$ cat src/rtl/iccm_arb_pkg.sv
// Shared types for the ICCM boot arbiter:
// FSM state encoding and the SRAM request bundle.
package iccm_arb_pkg;

  localparam int unsigned AW = 12;
  localparam int unsigned DW = 32;

  typedef enum logic [2:0] {
    IDLE  = 3'd0,
    LOAD  = 3'd1,
    DRAIN = 3'd2,
    RUN   = 3'd3,
    HALT  = 3'd4
  } arb_state_e;

  typedef struct packed {
    logic          req;
    logic          we;
    logic [AW-1:0] addr;
    logic [DW-1:0] wdata;
    logic [DW-1:0] wmask;
  } mem_req_t;

  function automatic mem_req_t ldr_wr(
    input logic [AW-1:0] addr,
    input logic [DW-1:0] wdata
  );
    mem_req_t r;
    r.req   = 1'b1;
    r.we    = 1'b1;
    r.addr  = addr;
    r.wdata = wdata;
    r.wmask = '1;
    return r;
  endfunction

endpackage

$ cat src/rtl/iccm_boot_arbiter_if.sv
// SRAM-style request bus (req/we/addr/wdata/wmask).
// The master drives the request; the slave consumes it.
interface iccm_boot_arbiter_if
  import iccm_arb_pkg::*;
#(
  parameter int unsigned Aw = AW,
  parameter int unsigned Dw = DW
);
  logic          req;
  logic          we;
  logic [Aw-1:0] addr;
  logic [Dw-1:0] wdata;
  logic [Dw-1:0] wmask;

  modport master (output req, we, addr, wdata, wmask);
  modport slave  (input  req, we, addr, wdata, wmask);
endinterface

$ cat src/rtl/iccm_arb_skid.sv
// One-entry holding register for a loader write that could
// not reach the SRAM port in the cycle it arrived.
module iccm_arb_skid #(
  parameter int unsigned Aw = 12,
  parameter int unsigned Dw = 32
) (
  input  logic                  clk_i,
  input  logic                  rst_i,
  input  logic                  i_load,
  input  logic                  i_clear,
  input  logic [Aw-1:0]         i_addr,
  input  logic [Dw-1:0]         i_wdata,
  iccm_boot_arbiter_if.master   o_wr
);
  logic          r_valid;
  logic [Aw-1:0] r_addr;
  logic [Dw-1:0] r_wdata;

  // A load in the same cycle as a clear refills the entry.
  always_ff @(posedge clk_i or posedge rst_i) begin
    if (rst_i) begin
      r_valid <= 1'b0;
      r_addr  <= '0;
      r_wdata <= '0;
    end else if (i_load) begin
      r_valid <= 1'b1;
      r_addr  <= i_addr;
      r_wdata <= i_wdata;
    end else if (i_clear) begin
      r_valid <= 1'b0;
    end
  end

  assign o_wr.req   = r_valid;
  assign o_wr.we    = r_valid;
  assign o_wr.addr  = r_addr;
  assign o_wr.wdata = r_wdata;
  assign o_wr.wmask = '1;
endmodule

$ cat src/rtl/iccm_boot_arbiter.sv
// Shares the ICCM SRAM port between the UART loader and
// core fetch, and holds the core in reset while loading.
module iccm_boot_arbiter
  import iccm_arb_pkg::*;
#(
  parameter int unsigned Aw       = AW,
  parameter int unsigned Dw       = DW,
  parameter logic        BootWait = 1'b1
) (
  input  logic          clk_i,
  input  logic          rst_i,
  input  logic          boot_sel_i,
  input  logic          ldr_we_i,
  input  logic [Aw-1:0] ldr_addr_i,
  input  logic [Dw-1:0] ldr_wdata_i,
  input  logic          ldr_done_i,
  input  logic          fetch_req_i,
  input  logic          fetch_we_i,
  input  logic [Aw-1:0] fetch_addr_i,
  input  logic [Dw-1:0] fetch_wdata_i,
  input  logic [Dw-1:0] fetch_wmask_i,
  output logic          fetch_gnt_o,
  output logic          fetch_rvalid_o,
  output logic [Dw-1:0] fetch_rdata_o,
  output logic [1:0]    fetch_rerror_o,
  output logic          mem_req_o,
  output logic          mem_we_o,
  output logic [Aw-1:0] mem_addr_o,
  output logic [Dw-1:0] mem_wdata_o,
  output logic [Dw-1:0] mem_wmask_o,
  input  logic [Dw-1:0] mem_rdata_i,
  output logic          core_rst_o,
  output logic [2:0]    state_o,
  output logic [Aw:0]   load_cnt_o
);
  localparam logic [Aw:0] CntMax = {1'b1, {Aw{1'b0}}};

  arb_state_e  r_state, w_next;
  logic        r_rd_pend;
  logic [Aw:0] r_cnt;
  logic        w_inc, w_clr, w_sk_load, w_sk_clear;
  logic        w_core_rst, w_gnt;
  mem_req_t    w_mem, w_sk_req, w_fetch;

  iccm_boot_arbiter_if #(.Aw(Aw), .Dw(Dw)) w_skid ();

  iccm_arb_skid #(.Aw(Aw), .Dw(Dw)) u_skid (
    .clk_i   (clk_i),
    .rst_i   (rst_i),
    .i_load  (w_sk_load),
    .i_clear (w_sk_clear),
    .i_addr  (ldr_addr_i),
    .i_wdata (ldr_wdata_i),
    .o_wr    (w_skid)
  );

  assign w_sk_req = '{req: w_skid.req, we: w_skid.we,
                      addr: w_skid.addr, wdata: w_skid.wdata,
                      wmask: w_skid.wmask};
  assign w_fetch  = '{req: fetch_req_i, we: fetch_we_i,
                      addr: fetch_addr_i, wdata: fetch_wdata_i,
                      wmask: fetch_wmask_i};

  always_comb begin
    w_next     = r_state;
    w_mem      = '0;
    w_gnt      = 1'b0;
    w_core_rst = 1'b1;
    w_inc      = 1'b0;
    w_clr      = 1'b0;
    w_sk_load  = 1'b0;
    w_sk_clear = 1'b0;
    unique case (r_state)
      IDLE: begin
        w_next = boot_sel_i ? LOAD : RUN;
        w_clr  = boot_sel_i;
      end
      LOAD, DRAIN: begin
        // A held write goes first; a live one then waits in the skid.
        if (w_skid.req) begin
          w_mem      = w_sk_req;
          w_inc      = 1'b1;
          w_sk_clear = 1'b1;
          w_sk_load  = ldr_we_i;
        end else if (ldr_we_i) begin
          w_mem = ldr_wr(ldr_addr_i, ldr_wdata_i);
          w_inc = 1'b1;
        end
        if (r_state == LOAD) begin
          if (ldr_done_i) w_next = DRAIN;
        end else begin
          w_next = (w_skid.req || ldr_we_i) ? LOAD : RUN;
        end
      end
      RUN: begin
        w_core_rst = 1'b0;
        w_mem      = w_fetch;
        w_gnt      = fetch_req_i;
        if (ldr_we_i) begin
          w_sk_load = 1'b1;
          w_next    = HALT;
        end
      end
      HALT: begin
        w_sk_load = ldr_we_i;
        if (!r_rd_pend) begin
          w_next = LOAD;
          w_clr  = 1'b1;
        end
      end
      default: w_next = IDLE;
    endcase
  end

  always_ff @(posedge clk_i or posedge rst_i) begin
    if (rst_i) begin
      r_state   <= IDLE;
      r_rd_pend <= 1'b0;
      r_cnt     <= '0;
    end else begin
      r_state   <= w_next;
      r_rd_pend <= (r_state == RUN) && fetch_req_i && !fetch_we_i;
      if (w_clr)
        r_cnt <= '0;
      else if (w_inc && r_cnt != CntMax)
        r_cnt <= r_cnt + 1'b1;
    end
  end

  assign mem_req_o      = w_mem.req;
  assign mem_we_o       = w_mem.we;
  assign mem_addr_o     = w_mem.addr;
  assign mem_wdata_o    = w_mem.wdata;
  assign mem_wmask_o    = w_mem.wmask;
  assign fetch_gnt_o    = w_gnt;
  assign fetch_rvalid_o = r_rd_pend;
  assign fetch_rdata_o  = r_rd_pend ? mem_rdata_i : '0;
  assign fetch_rerror_o = 2'b00;
  assign core_rst_o     = w_core_rst;
  assign state_o        = r_state;
  assign load_cnt_o     = r_cnt;
endmodule

$ cat config.mk
export PLATFORM = sky130hd
export DESIGN_NAME = iccm_boot_arbiter
export DESIGN_NICKNAME = d
export VERILOG_FILES = /design/src/rtl/iccm_arb_pkg.sv /design/src/rtl/iccm_boot_arbiter_if.sv /design/src/rtl/iccm_arb_skid.sv /design/src/rtl/iccm_boot_arbiter.sv
export SDC_FILE = /design/constraint.sdc
export NUM_CORES = 1
export LEC_CHECK = 0
export ABC_AREA = 1
export CAP_MARGIN = 20
export CORE_MARGIN = 5
export CORE_UTILIZATION = 36
export DETAILED_ROUTE_END_ITERATION = 8
export PLACE_DENSITY = 0.81
export SYNTH_ARGS = -nofsm -noshare
export SYNTH_HDL_FRONTEND = slang
export SYNTH_SLANG_ARGS = --single-unit
$ cat constraint.sdc
create_clock -name clk_i -period 2 [get_ports clk_i]
set_input_delay 0.3 -clock clk_i [delete_from_list [all_inputs] [get_ports clk_i]]
set_output_delay 0.3 -clock clk_i [all_outputs]
set_load 0.005 [all_outputs]
==> impl_metrics.ini, run 1 <==
[status]
status = finished with violations
violations = setup timing

[worst_setup_path]
cpPeakStageDelay_ns = 0.37
path_max_fanout = 6
path_class = reg2out
end_kind = output port
setup.worst_path.start_class = register
slowest_stage = dfrtp_1
rrSetupSlack_ns = 0.10
required_ns = 1.70
cp_cell_sequence = nand2_2, buf_6, nor2_4, buf_12, buf_12, buf_8, buf_16, buf_6, nand2_2, o21ai_1, buf_2
critPathArrivalTime_ns = 1.84

[finish]
synthToLayoutAreaGrowth_pct = 97.5
final_util_pct = 73.3
drive_gt1_share_pct = 24.3
nFillCells = 913
diodes = 0
nets = 1167

[timing]
hold_viol_final = 0
finalClockSkew_ns = 0.00604
finalWorstSetupSlack_ns = -0.145
setup_viol = 34
setup_tns_ns = -1.89
whs_ns = 0.339
fin_crit_sh_pct = 107
slew_violations = 0
rsz0062_at_grt = true
fmax_mhz = 466
period_needed_ns = 2.14

[grt]
grt_first_pass_wirelength_um = 28500
grt_usage_pct = 24.6
grt_overflow = 0
grt_max_degree = 49
first_global_vias = 5507
antenna_found_initial = 0

[synth]
yosys.area.top_type = dfrtp_1
synthTopCellsByArea = dfrtp_1, nand2_1, nand3_1
async_reset_ff_share_pct = 100
synthMuxAreaShare_pct = 0
synthTopCellsByCount = nand2_1, nand3_1, dfrtp_1, o21ai_0, inv_1
synthXorXnorAreaFrac_pct = 1.02
synth_seq_cells = 62
synth-seq-area-share_pct = 36.3
syn_area_per_cell_um2 = 6.44
synth-adder-area-share_pct = 0.585
netlist_instances = 664
synth.most_common_cell = nand2_1
synth-compound-area-share_pct = 14.8
ys.flop_type = dfrtp_1
yosysUniqueCellTypes = 24
synth.top_cell.area_share_pct = 36.3
synth_edf_count = 0
yosys_warnings = 0
synth_top_family_by_area = simple AND/OR/NAND/NOR gates
syn_area_um2 = 4280
synth-simple-area-share_pct = 37.8

[floorplanning]
dieArea_um2 = 14200
die_w_um = 119
placementRows = 39
die-height_um = 119
ios = 290
start_util_pct = 37.1
coreArea_um2 = 11500

[power_and_ir_drop]
pwr-share-seq_pct = 18.7
pwr-share-clk_pct = 13.1
p_int_mw = 6.68
p_sw_share_pct = 41.7
p_leak_nw = 4.33
ir_drop_mv = 0.733
finalPower_mw = 11.5
p_comb_share_pct = 68.1
net-switching-power_mw = 4.77
pwr_density_cell_nw_per_um2 = 1360

[clocking]
cts_sinks = 62
cts_max_path_buffers = 2
cts_tree = done
cts.clk_slew.worst_paths_ns = 0.05
cts-buffers-inserted = 9
clock_latency_ns = 0.33
h-tree-depth = 3
cts_root_buffer = clkbuf_16

[placement]
portBuffers = 287
gp_congestion = 0.875
pre_cts_ws_ns = -0.373
dp_hpwl_um = 13400

[routing]
drt-pass1-iter-count = 6
drt_iter0_markers = 354
wire_per_inst_um = 16.6
via_count = 5734
vias_per_cell = 4.97
drcViolationCount = 0
ant_nets = 0
drt_wl_total_um = 19100

[hold_path]
hold_path_class = in2async

[run]
drv_cap = 0
## routing by layer
layer,vias up,wire length [um],track usage (%)
met1,2638,7580,30.3
li1,2824,-,-
met3,33,1360,5.73
met4,0,409,7.68
met2,239,9780,42.8
met5,-,0,0
## worst paths after layout
kind | start | to | cells past startpoint
max in group asynchronous | rst_i | fetch_rvalid_o | 3
worst max register to register | state_o[1] | u_skid.o_wr.wdata[10] | 12
worst min-delay path | rst_i | load_cnt_o[4] | 3
min in group clk_i | u_skid.o_wr.addr[4] | u_skid.o_wr.addr[4] | 2
worst max-delay path | state_o[1] | mem_wdata_o[11] | 11
worst min register to register | u_skid.o_wr.addr[4] | u_skid.o_wr.addr[4] | 2
## power by group through the flow
stage	logic (mW)	clock network, mW	registers, mW
3_3_place_gp	6.76	0	2.13
3_5_place_dp	6.85	0	2.11
2_1_floorplan	2.89	0	2.05
4_1_cts	7.05	1.54	2.12
6_report	7.81	1.51	2.14
5_1_grt	8.47	1.57	2.19
## stage by stage
stage | area (um2) | std cells
floorplan | 4280 | 665
global route | 8450 | 1154
detailed placement | 7550 | 1093
global placement | 7550 | 1093
finish | 8450 | 1154
CTS | 8120 | 1139
## worst max-delay path: cells and delay by family, from the launching register on
family	cells	cell delay, ns
buffers and inverters	7	0.81
DFF	1	0.37
and+or+nand+nor	3	0.26
AOI/OAI and AO/OA	1	0.07
## what timing repair did
item | 4_1_cts | 5_1_grt
buffers inserted | 25 | 13
resized for setup | 345 | 100
pin swaps | 9 | 15
endpoints found under the setup margin | 81 | 118
cloned | 6 | 5
hold buffers | 0 | 0
## cell type report
type,count,area [um2],area share [%]
repair buffers,375,3660,43.3
clock inverters,4,28.8,0.341
inverters,55,209,2.47
well taps,143,179,2.12
flip-flops and latches,62,1550,18.4
clock buffers,12,267,3.16
multi-input cells,503,2550,30.2
## cells in the final DEF (no fill, tap or decap), types with 19 or more instances in the layout
master / instances
nand2_2: 20
inv_1: 49
nand3_1: 63
buf_2: 57
nor2_1: 29
dfrtp_1: 60
clkdlybuf4s50_1: 206
nand2_1: 258
o21ai_2: 19
o21ai_1: 24
a22oi_1: 42
buf_4: 41
## flip-flops by register name, summed over array words and instances (netlist names)
| signal | count |
|---|---|
| u_skid.o_wr.addr | 12 |
| load_cnt_o | 13 |
| u_skid.o_wr.req | 1 |
| state_o | 3 |
| fetch_rvalid_o | 1 |
| u_skid.o_wr.wdata | 32 |
## logic make-up after synthesis
kind of cell / Yosys count
buf+inv: 100
fa+ha+maj: 2
other cells: 1
xor+xnor: 5
compound gates: 100
simple gates: 394
flops: 62
No activity file was read; power rests on OpenSTA's default activity.
==> run 2: changes to the inputs <==
--- a/config.mk
+++ b/config.mk
@@ -11,6 +11,7 @@
 export CORE_UTILIZATION = 36
 export DETAILED_ROUTE_END_ITERATION = 8
 export PLACE_DENSITY = 0.81
+export REMOVE_ABC_BUFFERS = 1
 export SYNTH_ARGS = -nofsm -noshare
 export SYNTH_HDL_FRONTEND = slang
 export SYNTH_SLANG_ARGS = --single-unit
==> run 2 against run 1 <==
Compared with the run above: the run still ends with setup timing left; largest power group unchanged; sequential power about the same; critical endpoint is now mem_wmask_o[6]; worst setup slack improved by 0.088 ns; via count increased by 2.5%; critical path depth decreased by 1.
==> impl_metrics.ini, run 2 (synthesis gave the netlist of run 1 again) <==
[routing]
vias_per_cell = 5.16
drt-pass1-iter-count = 5
via_count = 5875
wire_per_inst_um = 17.6
drcViolationCount = 0
ant_nets = 0
drt_wl_total_um = 20000
drt_iter0_markers = 417

[power_and_ir_drop]
ir_drop_mv = 0.726
p_int_mw = 6.73
p_leak_nw = 4.17
pwr-share-clk_pct = 13.5
net-switching-power_mw = 5.07
pwr_density_cell_nw_per_um2 = 1450
finalPower_mw = 11.8
p_sw_share_pct = 42.9
pwr-share-seq_pct = 18.1
p_comb_share_pct = 68.4

[floorplanning]
coreArea_um2 = 11500
placementRows = 39
dieArea_um2 = 14200
start_util_pct = 37.1
ios = 290
die_w_um = 119
die-height_um = 119

[finish]
finalNonFillerCells = 1138
nets = 1149
final_common_cell = nand2_1
synthToLayoutAreaGrowth_pct = 90.7
final_util_pct = 70.8
layout_common_cells = nand2_1, clkdlybuf4s50_1, nand3_1, dfrtp_1, buf_2
drive_gt1_share_pct = 22.2
largest_reg_flops = 32

[placement]
dp_hpwl_um = 14100
portBuffers = 287
gp_congestion = 0.854
post-place-cells = 1090

[timing]
setup_tns_ns = -0.142
finalWorstSetupSlack_ns = -0.0572
finalClockSkew_ns = 0.00782
fmax_mhz = 486
hold_viol_final = 0
slew_violations = 0
fin_crit_sh_pct = 103
rsz0062_at_grt = true
period_needed_ns = 2.06
setup_viol = 7
whs_ns = 0.300

[clocking]
clock_latency_ns = 0.33
cts.clk_slew.worst_paths_ns = 0.05
cts_sinks = 62
cts_root_buffer = clkbuf_16
ctsHoldBuffers = 0
cts-buffers-inserted = 9
cts_max_path_buffers = 2
cts_tree = done
h-tree-depth = 3

[worst_setup_path]
critPathTopFamily = buffers and inverters
setup.worst_path.start_class = register
slowest_stage = dfrtp_1
crit_buf_inv = 5
cp_cell_sequence = nand2_2, nand2_2, nor2_4, buf_6, nand2_8, buf_16, buf_8, buf_6, nand2_2, buf_6
required_ns = 1.70
critPathArrivalTime_ns = 1.76
path_max_fanout = 8
cpPeakStageDelay_ns = 0.41
rrSetupSlack_ns = 0.21
path_class = reg2out
end_kind = output port

[grt]
first_global_vias = 5273
grt_max_degree = 36
grt_overflow = 0
antenna_found_initial = 2
grt_first_pass_wirelength_um = 29000
grt_usage_pct = 25.7

[run]
drv_cap = 0

[status]
status = finished with violations
violations = setup timing

[hold_path]
hold_path_class = in2async
## run 2: worst paths after layout
path | from | endpoint | depth (start not counted)
min | rst_i | load_cnt_o[7] | 2
max reg2reg | state_o[1] | load_cnt_o[0] | 12
min in group clk_i | u_skid.o_wr.addr[4] | u_skid.o_wr.addr[4] | 2
max | state_o[1] | mem_wmask_o[6] | 10
min reg2reg | u_skid.o_wr.addr[4] | u_skid.o_wr.addr[4] | 2
max in group asynchronous | rst_i | u_skid.o_wr.addr[0] | 3
## run 2: what timing repair did
action,4_1_cts,5_1_grt
gates cloned,6,4
endpoints found under the setup margin,79,78
pin swaps,6,45
resized for setup,176,238
buffers inserted,11,9
## run 2: power by group through the flow
stage / combinational (mW) / sequential [mW] / clock (mW)
after global placement: 6.94 / 2.13 / 0
after CTS: 7.14 / 2.11 / 1.62
after detailed placement: 7.02 / 2.12 / 0
after global routing: 8.68 / 2.18 / 1.67
after floorplan: 2.58 / 2.13 / 0
final: 8.07 / 2.13 / 1.59
## run 2: layout make-up
| type | count | area (um2) |
|---|---|---|
| repair buffers | 356 | 3370 |
| fillers | 998 | 3360 |
| multi-input cells | 503 | 2520 |
| flip-flops and latches | 62 | 1550 |
| clock buffers | 13 | 260 |
| inverters | 55 | 219 |
| well taps | 143 | 179 |
| clock inverters | 3 | 42.5 |
| repair inverters | 1 | 8.76 |
| diodes | 2 | 5.00 |
## run 2: stage by stage
step / cell area [um2] / setup slack (ns)
floorplan: 4080 / -0.639
global placement: 7550 / -0.314
detailed placement: 7550 / -0.349
CTS: 8040 / -0.125
global route: 8150 / -0.130
finish: 8150 / -0.0572
## run 2: routing by layer
metal / share of wire, % / up-vias / global-route usage, %
li1: - / 2794 / -
met1: 38 / 2735 / 30.0
met2: 50 / 286 / 45.0
met3: 7.6 / 60 / 6.35
met4: 4.2 / 0 / 10.9
met5: 0 / - / 0
## run 2: worst register-to-register path, cell delays in order (launching register included)
cell	delay, ns
dfrtp_1	0.41
nand2_2	0.12
nand2_2	0.08
nor2_4	0.10
buf_6	0.12
nand2_8	0.07
buf_4	0.15
buf_4	0.12
inv_1	0.05
nand2_1	0.08
buf_4	0.17
o21ai_0	0.15
nor2_1	0.05
